--- src/rtl/loader_pkg.sv ---
// loader_pkg: shared types and helpers for the serial program loader.
package loader_pkg;
  typedef enum logic [2:0] {S_IDLE, S_LEN, S_DATA, S_CHK, S_DONE, S_FAIL} state_t;
  localparam logic [7:0] SYNC_DEFAULT = 8'hA5;
  function automatic int clks_per_bit(input int clk_freq, input int baud);
    return clk_freq / baud;
  endfunction
endpackage

--- src/rtl/uart_rx_core.sv ---
// uart_rx_core: 8N1 receiver with 2-flop synchroniser, mid-bit sampling and glitch rejection.
module uart_rx_core #(
  parameter int CPB = 10
) (
  input  logic       clk,
  input  logic       rst_n,
  input  logic       rx,
  output logic [7:0] data,
  output logic       byte_valid,
  output logic       frm_err
);
  localparam int CW = $clog2(CPB);
  typedef enum logic [1:0] {R_IDLE, R_START, R_DATA, R_STOP} rstate_t;
  rstate_t st, st_nx;
  logic rx_m, rx_s, rx_q, tick, half;
  logic [CW-1:0] tmr;
  logic [2:0] idx;
  assign tick = tmr == CW'(CPB - 1);
  assign half = tmr == CW'(CPB / 2 - 1);
  always_ff @(posedge clk or negedge rst_n)
    if (!rst_n) st <= R_IDLE;
    else st <= st_nx;
  always_comb begin
    st_nx = st;
    case (st)
      R_IDLE:  st_nx = rx_q && !rx_s ? R_START : R_IDLE;
      R_START: st_nx = !half ? R_START : rx_s ? R_IDLE : R_DATA;
      R_DATA:  st_nx = tick && idx == 3'd7 ? R_STOP : R_DATA;
      default: st_nx = tick ? R_IDLE : R_STOP;
    endcase
  end
  // rx_q holds the previous synchronised level so only a true falling edge starts a frame
  always_ff @(posedge clk or negedge rst_n)
    if (!rst_n) begin
      {rx_m, rx_s, rx_q} <= 3'b111;
      tmr <= '0;
      idx <= '0;
      data <= '0;
      byte_valid <= 1'b0;
      frm_err <= 1'b0;
    end else begin
      {rx_m, rx_s, rx_q} <= {rx, rx_m, rx_s};
      tmr <= st_nx != st || tick ? '0 : tmr + 1'b1;
      if (st == R_START) idx <= '0;
      if (st == R_DATA && tick) begin
        data <= {rx_s, data[7:1]};
        idx <= idx + 1'b1;
      end
      byte_valid <= st == R_STOP && tick && rx_s;
      frm_err <= st == R_STOP && tick && !rx_s;
    end
endmodule

--- src/rtl/prog_loader.sv ---
// prog_loader: UART program loader writing CPU RAM and driving CPU halt/restart.
// Define LOADER_CHECKSUM_EN to require a trailing mod-256 checksum byte per frame.
module prog_loader
  import loader_pkg::*;
#(
  parameter int         CLK_FREQ  = 1400000,
  parameter int         BAUD      = 9600,
  parameter int         ADDR_W    = 4,
  parameter int         DATA_W    = 8,
  parameter logic [7:0] SYNC_BYTE = SYNC_DEFAULT
) (
  input  logic              clk,
  input  logic              rst_n,
  input  logic              rx,
  output logic              ram_we,
  output logic [ADDR_W-1:0] ram_addr,
  output logic [DATA_W-1:0] ram_wdata,
  output logic              cpu_halt,
  output logic              cpu_restart,
  output logic              load_done,
  output logic              load_err
);
  localparam int DEPTH = 2 ** ADDR_W;
  state_t state, state_nx;
  logic [7:0] rx_data, sum;
  logic rx_valid, rx_err, last, len_bad;
  logic [ADDR_W-1:0] cnt;
  logic [ADDR_W:0] len;
  uart_rx_core #(.CPB(clks_per_bit(CLK_FREQ, BAUD))) u_rx (
    .clk(clk), .rst_n(rst_n), .rx(rx), .data(rx_data), .byte_valid(rx_valid), .frm_err(rx_err)
  );
  assign last = {1'b0, cnt} == len - 1'b1;
  assign len_bad = rx_data == 8'd0 || int'(rx_data) > DEPTH;
  assign cpu_restart = state == S_DONE;
  always_ff @(posedge clk or negedge rst_n)
    if (!rst_n) state <= S_IDLE;
    else state <= state_nx;
  always_comb begin
    state_nx = state;
    case (state)
      S_IDLE: state_nx = rx_valid && rx_data == SYNC_BYTE ? S_LEN : S_IDLE;
      S_LEN:  state_nx = rx_err ? S_FAIL : !rx_valid ? S_LEN : len_bad ? S_FAIL : S_DATA;
`ifdef LOADER_CHECKSUM_EN
      S_DATA: state_nx = rx_err ? S_FAIL : rx_valid && last ? S_CHK : S_DATA;
      S_CHK:  state_nx = rx_err ? S_FAIL : !rx_valid ? S_CHK : rx_data == sum ? S_DONE : S_FAIL;
`else
      S_DATA: state_nx = rx_err ? S_FAIL : rx_valid && last ? S_DONE : S_DATA;
`endif
      default: state_nx = S_IDLE;
    endcase
  end
  // cpu_halt is only released from S_DONE, so every RAM write happens while halted
  always_ff @(posedge clk or negedge rst_n)
    if (!rst_n) begin
      ram_we <= 1'b0;
      ram_addr <= '0;
      ram_wdata <= '0;
      cpu_halt <= 1'b0;
      load_done <= 1'b0;
      load_err <= 1'b0;
      cnt <= '0;
      len <= '0;
      sum <= '0;
    end else begin
      ram_we <= 1'b0;
      case (state)
        S_IDLE: if (state_nx == S_LEN) begin
          cpu_halt <= 1'b1;
          load_done <= 1'b0;
          load_err <= 1'b0;
        end
        S_LEN: begin
          cnt <= '0;
          sum <= '0;
          len <= rx_data[ADDR_W:0];
        end
        S_DATA: if (rx_valid) begin
          ram_we <= 1'b1;
          ram_addr <= cnt;
          ram_wdata <= DATA_W'(rx_data);
          sum <= sum + rx_data;
          cnt <= cnt + 1'b1;
        end
        S_DONE: begin
          cpu_halt <= 1'b0;
          load_done <= 1'b1;
        end
        S_FAIL: load_err <= 1'b1;
        default: ;
      endcase
    end
endmodule

--- config.mk ---
export PLATFORM = sky130hd
export DESIGN_NAME = prog_loader
export DESIGN_NICKNAME = d
export VERILOG_FILES = /design/src/rtl/loader_pkg.sv /design/src/rtl/uart_rx_core.sv /design/src/rtl/prog_loader.sv
export SDC_FILE = /design/constraint.sdc
export NUM_CORES = 1
export LEC_CHECK = 0
export ABC_AREA = 1
export BUFFER_PORTS_ARGS = -buffer_cell sky130_fd_sc_hd__buf_4
export CAP_MARGIN = 0
export CORE_MARGIN = 1
export CORE_UTILIZATION = 63
export CTS_BUF_LIST = sky130_fd_sc_hd__clkbuf_8 sky130_fd_sc_hd__clkbuf_16
export DETAILED_ROUTE_END_ITERATION = 16
export PLACE_DENSITY_LB_ADDON = 0.1
export SLEW_MARGIN = 20
export SYNTH_ARGS = -nofsm -noshare
export SYNTH_HDL_FRONTEND = slang
export SYNTH_HIERARCHICAL = 1
export SYNTH_SLANG_ARGS = --single-unit
--- constraint.sdc ---
create_clock -name clk -period 3.5 [get_ports clk]
set_clock_uncertainty 0.05 [all_clocks]
set_input_delay 0.7 -clock clk [delete_from_list [all_inputs] [get_ports clk]]
set_output_delay 0.7 -clock clk [all_outputs]
set_load 0.1 [all_outputs]
==> summary.md <==
| Metric | Value |
|---|---|
| HPWL Detailed | 3.11 mm |
| Max VDD drop | approximately 0.38 mV |
| Die area | ~0.0043 sq mm |
| Post-cts sizing count | 0 |
| Final max-slew violation count | 0 |
| Fillers | 274 |
| Number of global-route vias before repair | ~1700 |
| Ranking of synthesized cells by area | dfrtp_1 50%, nand2_1 11%, inv_1 5.9% |
| Yosys reg bits | 54 |
| Area Overhead vs Synth | 10.7% |
| Pin count of the biggest net entering global routing | 55 |
| Clock share of power | 30.6% |
| CTS root buffer | clkbuf_8 |
| Register area share after synthesis | 53.3% |
| Post-Synthesis Cells | 293 |
| Worst Path Arrival | 1.34 ns |
| GR Util All Layers | 23.7% |
| Crit-path cells | inv_1 > nor3_1 > buf_4 |
| Clk slew on worst S/H paths | 0.10 ns |
| Switch share | 26.7% |
| Count of buffers from port buffering | 19 |
| Initial Util | roughly two thirds |
| First-pass GRT wire length | around 7.6 mm |
| Met3 routed WL | 133 um |
| Critical Path Slowest Stage Cell | dfrtp_1 |
| Vias | 1896 |
| Crit. Startpoint | state[2] |
| Layout cell share with drive strength beyond 1 | 16.1% |
| Area leader, netlist | dfrtp_1 |
| Post-synth ARST share | 100% |
| Max Freq | 0.479 GHz |
| Placed cells | approximately 360 |
| Critical Path RT | 2.75 ns |
| Period utilisation layout | around three fifths |
| Post-CTS Hold Fix Bufs | 0 |
| Final Hold Viols | 0 |
| Outcome | finished clean |
| Core area | 0.00377 sq mm |
| Tightest Pin Transition | around 0.65 ns |
| Post-synth cell types | 33 |
| Unrepaired setup endpoints after global routing | no |
| CTS tree | built |
| Min cycle time layout | 2.09 ns |
| Max_slew headroom | 56.8% |
| Leakage Power | 0.00144 uW |
| TritonRoute pass-1 iters | 4 |
| Synth top area share | 50.2% |
| Die H | 65.5 um |
| Seq pwr share | 59.5% |
| Crit-path max FO | 4 |
| Internal | 838 uW |
| Post-Syn Nets | 302 |
| Routed WL per cell | approximately 12 um |
| DRC | 0 |
| Row cnt | 22 |
| Dominant synthesized flop cell | dfrtp_1 |
| Initial DRC Count | 118 |
| Routed vias/inst | ~5.2 |
| HP Class | reg -> reg |
| Setup Total Neg Slack | 0 ns |
| RD Place Congestion | 0.795 |
| ANT nets after route | 0 |
| Cell Pwr Density | slightly above 400 mW/mm^2 |
| Non-filler instance count after layout | roughly 360 |
| YS warnings | 6 |
| Area after DPL | 0.00272 sq mm |
| Ports | 20 |
| Most common cell in the synthesized netlist | nand2_1 |
| Syn_area_per_cell | roughly 8.7 sq um |
| Clock Latency Late Sink | 0.31 ns |
| Worst setup path category | reg -> out |
| # H-tree levels | 2 |
| Metal1 wirelength | 1.91 mm |
| Post-CTS Setup Inserts | 0 |
| CTS max path bufs | 2 |
| CTS buffer count | 5 |
| Psw | 306 uW |
| Highest metal used | met4 |
| Grt ovf | 0 |
| Nets | ~320 |
| Type of origin of the critical path | register |
| Combinational Power Share | 9.9% |
| Post-synth top cells | 76 x nand2_1, 51 x dfrtp_1, 40 x inv_1, 24 x nor2_1, 19 x o21ai_0 |
| Chip Width | 65.5 um |
| Max Cap Viol | 0 |
| Post-route cell area | 0.00281 sq mm |
| Ant diodes | 0 |
| Critical Path Sink Type | output pin |
| Routed WL | 4.40 mm |
| R2r startpoint | state[0] |
| Finish-stage setup viols | 0 |
| EDFF count, synth | 0 |
| Worst path max stage delay | approximately 0.41 ns |
| Met2 wire length | around 2.3 mm |
| Clock Sink Count | 54 |
| Worst hold start | u_rx/rx_m |
| Initial antenna violation count | 0 |
| Synthesized area | between 0.002 and 0.003 sq mm |
-- placed cells by master, fill, tap and decap left out, types with 2 or more instances in the layout --
| cell | n |
|---|---|
| inv_1 | 40 |
| buf_4 | 19 |
| clkinv_4 | 3 |
| ha_1 | 6 |
| nand3_1 | 17 |
| xor2_1 | 5 |
| o21ai_0 | 19 |
| nor2_2 | 2 |
| dfstp_2 | 3 |
| nor2_1 | 24 |
| a21oi_1 | 2 |
| inv_2 | 4 |
| nand2_1 | 76 |
| clkbuf_8 | 5 |
| nand2_2 | 6 |
| o21ai_1 | 6 |
| dfrtp_1 | 51 |
| nor3_1 | 5 |
| nand4_1 | 7 |
| a21oi_2 | 3 |
-- power by group through the flow --
stage | logic (uW) | registers, uW | clock network [uW]
after floorplan | 87.2 | 686 | 0
after global placement | 112 | 690 | 0
after detailed placement | 115 | 691 | 0
after CTS | 116 | 680 | 358
after global routing | 135 | 685 | 386
final | 113 | 680 | 350
-- cells by family after synthesis --
| logic type | share of synthesized area (%) |
|---|---|
| simple gates | 25.4 |
| flops | 53.3 |
| xor+xnor | 2.07 |
| mux | 0.590 |
| fa+ha+maj | 2.95 |
| buf+inv | 7.53 |
| compound gates | 8.17 |
-- metal layers --
metal  GRT usage [%]  vias to the layer above
li1                -                      973
met1            28.1                      883
met2            43.3                       33
met3            5.21                        7
met4            5.71                        0
met5               0                        -
-- cell type report --
type / count / area (sq um) / area share, %
multi-input cells: 191 / 996 / 35.4
clock inverters: 3 / 26.3 / 0.934
inverters: 44 / 165 / 5.87
flip-flops and latches: 54 / 1360 / 48.2
clock buffers: 5 / 68.8 / 2.45
repair buffers: 19 / 143 / 5.07
well taps: 48 / 60.1 / 2.13
-- final timing paths --
kind	slack [ns]	end	cells past startpoint
min in group asynchronous	0.36	ram_addr[3]	1
worst min-delay path	0.31	u_rx/rx_s	0
max in group asynchronous	2.60	u_rx/tmr[2]	1
worst max register to register	1.83	cnt[3]	6
worst min register to register	0.31	u_rx/rx_s	0
worst max-delay path	1.41	cpu_restart	3
-- state kept, by name, summed over array words and instances, names as in the netlist, 2 cells and up --
name / count
u_rx/st: 2
state: 3
cnt: 4
ram_wdata: 8
u_rx/idx: 3
u_rx/tmr: 8
len: 5
u_rx/data: 8
ram_addr: 4
-- worst max-delay path: cells and delay by family (launching register included) --
family	cells	cell delay, ns
buf+inv	2	0.43
flops	1	0.41
simple gates	1	0.19
-- stage by stage --
step           util (%)  hold slack, ns  setup slack (ns)  total power, uW
6_report           74.6           0.312              1.41             1140
3_3_place_gp       72.1           0.296              1.77              802
5_1_grt            74.6           0.315              1.33             1210
2_1_floorplan         -           0.295             0.203              773
4_1_cts            74.6           0.314              1.40             1150
3_5_place_dp       72.1           0.299              1.75              805
Note: power is estimated with default switching activity, not from simulation.
